==> config.mk <==
export PLATFORM = sky130hd
export DESIGN_NAME = pipe_ctrl
export DESIGN_NICKNAME = d
export VERILOG_FILES = /design/src/rtl/pipe_ctrl_pkg.sv /design/src/rtl/pipe_ctrl_lu_detect.sv /design/src/rtl/pipe_ctrl.sv
export SDC_FILE = /design/constraint.sdc
export NUM_CORES = 1
export LEC_CHECK = 0
export CAP_MARGIN = 20
export CORE_MARGIN = 5
export CORE_UTILIZATION = 35
export CTS_BUF_LIST = sky130_fd_sc_hd__clkbuf_4 sky130_fd_sc_hd__clkbuf_8
export DETAILED_ROUTE_END_ITERATION = 16
export PLACE_DENSITY = 0.71
export SETUP_SLACK_MARGIN = 0.2
export SLEW_MARGIN = 15
export SYNTH_ARGS = -nofsm -noshare
export SYNTH_HDL_FRONTEND = slang
export SYNTH_SLANG_ARGS = --single-unit
==> constraint.sdc <==
create_clock -name clk -period 3.5 [get_ports clk]
set_clock_uncertainty 0.05 [all_clocks]
set_input_delay 0.525 -clock clk [delete_from_list [all_inputs] [get_ports clk]]
set_output_delay 0.525 -clock clk [all_outputs]
set_load 0.05 [all_outputs]
==> src/rtl/pipe_ctrl_pkg.sv <==
// Shared core package for the pipeline controller.
// Holds the PC width, the controller FSM state encodings and the next-PC
// select constants used by the fetch stage.
package pipe_ctrl_pkg;

  localparam int XLEN = 32;

  // Controller FSM states.
  typedef enum logic {
    PC_RUN        = 1'b0,
    PC_REDIR_WAIT = 1'b1
  } pc_state_e;

  // Next-PC source selects used by the fetch stage.
  localparam logic [1:0] NPC_SEQ  = 2'd0;
  localparam logic [1:0] NPC_BR   = 2'd1;
  localparam logic [1:0] NPC_JALR = 2'd2;
  localparam logic [1:0] NPC_EXC  = 2'd3;

endpackage

==> src/rtl/pipe_ctrl_lu_detect.sv <==
// Load-use hazard detector.
// Flags when the ID instruction reads a register that the EX-stage load
// has not yet produced. x0 never creates a hazard.
module lu_detect (
  input  logic [4:0] id_rs1,
  input  logic [4:0] id_rs2,
  input  logic       id_re1,
  input  logic       id_re2,
  input  logic [4:0] ex_rd,
  input  logic       ex_we,
  input  logic       ex_is_load,
  output logic       lu
);

  logic rs1_hit;
  logic rs2_hit;

  // Compare each used source operand against the load destination.
  always_comb begin
    rs1_hit = id_re1 && (id_rs1 == ex_rd);
    rs2_hit = id_re2 && (id_rs2 == ex_rd);
    lu      = ex_is_load && ex_we && (ex_rd != 5'd0) && (rs1_hit || rs2_hit);
  end

endmodule

==> src/rtl/pipe_ctrl.sv <==
// Pipeline sequencing controller for the five-stage core.
// Generates PC/IF/ID stall, flush and redirect controls from the EX-stage
// redirect, the load-use hazard and the fetch handshake.
// Optional build macro: PIPE_CTRL_PERF_EN adds four 32-bit performance counters.
module pipe_ctrl
  import pipe_ctrl_pkg::*;
#(
  parameter int XLEN = pipe_ctrl_pkg::XLEN
) (
  input  logic            clk,
  input  logic            rst_n,
  input  logic            bpu_flush,
  input  logic [XLEN-1:0] bpu_flush_pc,
  input  logic [4:0]      id_rs1,
  input  logic [4:0]      id_rs2,
  input  logic            id_re1,
  input  logic            id_re2,
  input  logic [4:0]      ex_rd,
  input  logic            ex_we,
  input  logic            ex_is_load,
  input  logic            if_ready,
  output logic            pc_stall,
  output logic            ifid_stall,
  output logic            ifid_flush,
  output logic            idex_flush,
  output logic            redirect_valid,
  output logic [XLEN-1:0] redirect_pc
`ifdef PIPE_CTRL_PERF_EN
  ,
  output logic [31:0]     perf_cycles,
  output logic [31:0]     perf_flushes,
  output logic [31:0]     perf_lu_stalls,
  output logic [31:0]     perf_fetch_wait
`endif
);

  pc_state_e       state;
  logic [XLEN-1:0] pend_pc;
  logic            lu;

  lu_detect u_lu_detect (
    .id_rs1     (id_rs1),
    .id_rs2     (id_rs2),
    .id_re1     (id_re1),
    .id_re2     (id_re2),
    .ex_rd      (ex_rd),
    .ex_we      (ex_we),
    .ex_is_load (ex_is_load),
    .lu         (lu)
  );

  // Combinational control outputs; everything is held at 0 while in reset.
  always_comb begin
    // NOTE: every output gets a default before any branch, so no path leaves a latch.
    pc_stall       = 1'b0;
    ifid_stall     = 1'b0;
    ifid_flush     = 1'b0;
    idex_flush     = 1'b0;
    redirect_valid = 1'b0;
    redirect_pc    = '0;
    if (rst_n) begin
      unique case (state)
        PC_RUN: begin
          if (bpu_flush) begin
            // Wrong-path instructions in IF and ID; a load-use on them is moot.
            redirect_valid = 1'b1;
            redirect_pc    = bpu_flush_pc;
            ifid_flush     = 1'b1;
            idex_flush     = 1'b1;
          end else if (lu) begin
            // One bubble: hold PC and IF/ID, inject a bubble into ID/EX.
            pc_stall   = 1'b1;
            ifid_stall = 1'b1;
            idex_flush = 1'b1;
          end else if (!if_ready) begin
            // Fetch miss: hold PC, bubble into IF/ID, let ID/EX drain.
            pc_stall   = 1'b1;
            ifid_flush = 1'b1;
          end
        end
        PC_REDIR_WAIT: begin
          // A newer redirect overrides the pending one in the same cycle.
          redirect_valid = 1'b1;
          redirect_pc    = bpu_flush ? bpu_flush_pc : pend_pc;
          ifid_flush     = 1'b1;
          idex_flush     = 1'b1;
        end
        default: ;
      endcase
    end
  end

  // FSM and pending redirect target.
  always_ff @(posedge clk) begin
    // NOTE: sequential state uses non-blocking assignments so every register samples pre-edge values.
    if (!rst_n) begin
      state   <= PC_RUN;
      pend_pc <= '0;
    end else begin
      unique case (state)
        PC_RUN: begin
          if (bpu_flush && !if_ready) begin
            pend_pc <= bpu_flush_pc;
            state   <= PC_REDIR_WAIT;
          end
        end
        PC_REDIR_WAIT: begin
          if (bpu_flush) pend_pc <= bpu_flush_pc;
          if (if_ready)  state   <= PC_RUN;
        end
        default: state <= PC_RUN;
      endcase
    end
  end

`ifdef PIPE_CTRL_PERF_EN
  logic [31:0] cnt_cycles;
  logic [31:0] cnt_flushes;
  logic [31:0] cnt_lu_stalls;
  logic [31:0] cnt_fetch_wait;

  // Free-running wrapping event counters.
  always_ff @(posedge clk) begin
    if (!rst_n) begin
      cnt_cycles     <= '0;
      cnt_flushes    <= '0;
      cnt_lu_stalls  <= '0;
      cnt_fetch_wait <= '0;
    end else begin
      cnt_cycles <= cnt_cycles + 32'd1;
      if ((state == PC_RUN) && bpu_flush)        cnt_flushes    <= cnt_flushes + 32'd1;
      if ((state == PC_RUN) && !bpu_flush && lu) cnt_lu_stalls  <= cnt_lu_stalls + 32'd1;
      if (!if_ready)                             cnt_fetch_wait <= cnt_fetch_wait + 32'd1;
    end
  end

  // Counter ports read 0 while reset is held.
  always_comb begin
    perf_cycles     = rst_n ? cnt_cycles     : 32'd0;
    perf_flushes    = rst_n ? cnt_flushes    : 32'd0;
    perf_lu_stalls  = rst_n ? cnt_lu_stalls  : 32'd0;
    perf_fetch_wait = rst_n ? cnt_fetch_wait : 32'd0;
  end
`endif

endmodule

# Word level (Yosys, flattened, before mapping)
# Cells that the tools add are included.
[word_totals] out_inout_bits=37 ff_bits=33 latchBits=0 inputBits=55 mem_bits_ro=0 memories=0 ram_bits=0
[op_classes] div=0 magnitude_cmp=0 eq_ne=3 shifts=0 add_sub_neg=0 mul=0 n_reduce_logical=9 muxes=27 bitwise_logic=1
[op_table] cell="32-bit 2-to-1 mux" n=4
[op_table] cell="32-bit one-hot mux with 2 select lines" n=2
[op_table] cell="1-bit 2-to-1 mux" n=17
[op_table] cell="5-bit == test" n=2
[op_table] cell="1-bit one-hot mux with 2 select lines" n=4
[op_table] cell="1-bit logical AND" n=6
[op_table] cell="5-bit nonzero test" n=1
[op_table] cell="2-bit inequality test (second input constant)" n=1
[op_table] cell="1-bit logical NOT" n=1
[op_table] cell="1-bit logical OR" n=1
[op_table] cell="1-bit inverter" n=1

# Longest topological paths before layout
[depth] ltp_word=8 depth_mapped=5 depth_no_buf=4

# Hierarchy
# A second synthesis with hierarchy kept.
[unflattened] cells_unflattened=311 area_unflattened_um2=2163.3
[modules_own_cells] mod="pipe_ctrl" seq_area_each_um2=660.6 instances=1 area_per_inst_um2=2028.2 cells_per_inst=294
[modules_own_cells] mod="lu_detect" seq_area_each_um2=0.0 instances=1 area_per_inst_um2=135.1 cells_per_inst=17

# Least setup slack after synthesis
# Ideal clock, no wire load.
[synth_timing] path_type="input-to-output" startpoint="input port ex_rd[3]" endpoint="output port idex_flush" arrival_ps=2227 slack_ps=698 stages=4 path_cell_list="xor2_1 nor4_1 a32oi_1 o21ai_0"
[synth_between] elab_chain_cells=8
[synth_lines] item="start, declared" line_no="pipe_ctrl.sv:18" rtl="input logic [4:0] ex_rd,"
[synth_lines] item="5-bit == test, on equally long branches" line_no="pipe_ctrl_lu_detect.sv:20, pipe_ctrl_lu_detect.sv:21"
[synth_lines] item="1-bit logical AND, on equally long branches" line_no="pipe_ctrl_lu_detect.sv:20, pipe_ctrl_lu_detect.sv:21"
[synth_lines] item="1-bit logical OR" line_no="pipe_ctrl_lu_detect.sv:22" rtl="lu = ex_is_load && ex_we && (ex_rd != 5'd0) && (rs1_hit || rs2_hit);"
[synth_lines] item="1-bit logical AND (*)" line_no="pipe_ctrl_lu_detect.sv:22"
[synth_lines] item="1-bit 2-to-1 mux (*)" line_no="pipe_ctrl.sv:70" rtl="end else if (lu) begin"
[synth_lines] item="1-bit 2-to-1 mux (*)" line_no="pipe_ctrl.sv:64" rtl="if (bpu_flush) begin"
[synth_lines] item="1-bit one-hot mux with 2 select lines (*)" line_no="pipe_ctrl.sv:62" rtl="unique case (state)"
[synth_lines] item="1-bit 2-to-1 mux (*)" line_no="pipe_ctrl.sv:61" rtl="if (rst_n) begin"
[synth_lines] item="end, declared" line_no="pipe_ctrl.sv:25" rtl="output logic idex_flush,"
# Every way passes the cells marked *; elsewhere a longest branch is shown, timed or not.

# Worst setup path in the final report
[layout_timing] startpoint="input port bpu_flush" endpoint="output port redirect_pc[4]"
[layout_between] elab_chain_cells=3
[layout_lines] item="start, declared" line_no="pipe_ctrl.sv:12" rtl="input logic bpu_flush,"
[layout_lines] item="32-bit 2-to-1 mux, on equally long branches"
[layout_lines] item="32-bit one-hot mux with 2 select lines (*)" line_no="pipe_ctrl.sv:62"
[layout_lines] item="32-bit 2-to-1 mux (*)" line_no="pipe_ctrl.sv:61"
[layout_lines] item="end, declared" line_no="pipe_ctrl.sv:27" rtl="output logic [XLEN-1:0] redirect_pc"
# Marked as above.

==> results.json <==
{
  "clkSlewWorstSetupHoldPaths_ps": 70,
  "start_util": 0.361,
  "final_util": 0.637,
  "max_slew_margin": 0.724,
  "clock_latency_ps": 280,
  "setup_viol": 0,
  "firstDrtPassIters": 4,
  "start_kind": "primary input",
  "die-height_um": 82.8,
  "seq_area_frac_synth": 0.356,
  "yosys_register_bits": 33,
  "io-pin-count": 92,
  "synth_top_cell_area_share": 0.356,
  "route.detailed.drc": 0,
  "nNetsFinal": 420,
  "worstPathCellList": "clkdlybuf4s50_1 > nand2b_1 > buf_4 > nand2_1 > a21oi_1 > buf_12",
  "crit_path_max_fanout": 12,
  "hold_class": "flip-flop to flip-flop",
  "grt_max_degree": 37,
  "slowest_stage": "clkdlybuf4s50_1",
  "avgRoutedWirePerCell_um": 12.9,
  "worst_pin_slew_ps": 412,
  "grt_pass1_wl_um": 9720,
  "postCtsHoldBufs": 0,
  "fmax_mhz": 348,
  "cts-root-buf": "clkbuf_8",
  "routabilityCongestion": 0.784,
  "synth_flop_cell": "dfxtp_1",
  "maxSlewViolCount": 0,
  "grt_use_total": 0.167,
  "end_kind": "output port",
  "crit_buf_inv": 3,
  "dieArea_um2": 6860,
  "dp_hpwl_um": 4250,
  "synth_edf_count": 0,
  "drv_cap": 0,
  "ir_drop_v": 0.000205,
  "fp.dieW_um": 82.8,
  "route.vias.total": 2067,
  "synthCells": 279,
  "core_area_um2": 5140,
  "yosysMostFrequentCell": "nand2_1",
  "leakage_nw": 1.29,
  "drive_gt1_frac": 0.153,
  "synth_top_cell_by_area": "dfxtp_1",
  "critical-path-top-delay-family": "buffers and inverters",
  "ctsResizeCount": 0,
  "area_growth_pct": 76.5,
  "yosysWarnings": 0,
  "grt_pass1_vias": 2101,
  "synthTopCellsByCount": "nand2_1, dfxtp_1, a21oi_1",
  "rsz0062_at_grt": "false",
  "dpl_worst_slack_ps": 620,
  "wl_um": 5640,
  "port_buffers": 91,
  "crit_type": "primary input to output port",
  "postSynth.asyncResetShare": 0,
  "clock-sinks": 33,
  "postSynthAreaPerCell_um2": 6.65,
  "fillCellCount": 504,
  "cts_max_level": 2,
  "drt_iter0_markers": 105,
  "cts_tree": "done",
  "tns_ps": 0,
  "netlist_top_cells_area": "dfxtp_1, nand2_1, a21boi_0, a21oi_1, xor2_1",
  "antenna_cells": 0,
  "rows": 26,
  "clock_path_buffers": 2,
  "synthesis.area_um2": 1860,
  "antenna_found_initial": 0,
  "drtAntennaViolNets": 0,
  "cts_buffers": 5,
  "pwr_density_cell_nw_per_um2": 315,
  "min_period_ps": 2880,
  "synthesis.nets": 334,
  "slowest_delay_ps": 610,
  "cp.arrival_ps": 2300,
  "required_ps": 2920,
  "ys_types": 26,
  "finalCritPeriodShare": 0.822,
  "outcome": "complete, no violations",
  "setup_ws_ps": 623,
  "finalHoldViolations": 0,
  "viasPerCell": 4.74,
  "grt.overflow.total": 0,
  "cts_setup_buffers": 0
}
## per-layer routing
layer / up-vias / share of wire / wire, um / track usage
met1: 914 / 0.40 / 2280 / 0.197
met5: - / 0 / 0 / 0
li1: 1071 / - / - / -
met4: 0 / 0.010 / 58 / 0.0386
met3: 7 / 0.11 / 610 / 0.0762
met2: 75 / 0.48 / 2690 / 0.275
## cells in the final DEF (no fill, tap or decap), types with 3 or more instances in the layout
| master | n |
|---|---|
| nand2_1 | 132 |
| clkdlybuf4s50_1 | 54 |
| buf_12 | 36 |
| dfxtp_1 | 33 |
| a21oi_1 | 32 |
| a21boi_0 | 27 |
| buf_4 | 9 |
| xor2_1 | 8 |
| a21boi_1 | 5 |
| clkbuf_8 | 5 |
| nor2_1 | 3 |
## cell families (layout without fill, tap and decap cells)
logic type / count (synthesis) / in the layout / share of synthesized area
xor+xnor: 10 / 10 / 0.0472
simple gates: 142 / 142 / 0.296
flops: 33 / 33 / 0.356
compound gates: 72 / 72 / 0.249
buf+inv: 22 / 109 / 0.0519
## path summary, 6_finish.rpt
kind	slack (ps)	from	cells after the start	endpoint
setup / recovery	620	bpu_flush	6	redirect_pc[4]
hold / removal	400	pend_pc[30]	2	pend_pc[30]
setup reg to reg	1960	state	4	pend_pc[13]
hold reg to reg	400	pend_pc[30]	2	pend_pc[30]
## sequential cells by signal, indices dropped and copies added, names as in the netlist
register,count
pend_pc,32
state,1
## tightest hold or removal path, cell delays in order (launching register included)
cell      delay, ps
dfxtp_1         310
nand2_1          50
a21boi_1         50
## per-stage QoR
step | hold WS, ps | power, mW | instance area [um^2] | cells
floorplan | 385 | 0.573 | 1860 | 279
global placement | 392 | 0.754 | 3190 | 428
detailed placement | 397 | 0.759 | 3190 | 428
CTS | 406 | 1.04 | 3280 | 436
global route | 417 | 1.09 | 3280 | 436
finish | 403 | 1.03 | 3280 | 436
## area by class of cell
cell class / instances / area, um^2 / area share
inverter: 2 / 7.51 / 0.00229
clock buffer: 6 / 76.3 / 0.0233
tap: 70 / 87.6 / 0.0267
multi-input combinational: 224 / 1100 / 0.337
timing repair buffer: 99 / 1330 / 0.406
sequential: 33 / 661 / 0.202
clock inverter: 2 / 10.0 / 0.00306
## report_power, final
| group | total [mW] | switching (mW) | internal, mW |
|---|---|---|---|
| clock | 0.284 | 0.139 | 0.145 |
| combinational | 0.342 | 0.175 | 0.167 |
| sequential | 0.405 | 0.00986 | 0.395 |
| total | 1.03 | 0.324 | 0.708 |
(Power assumes the default switching activity.)
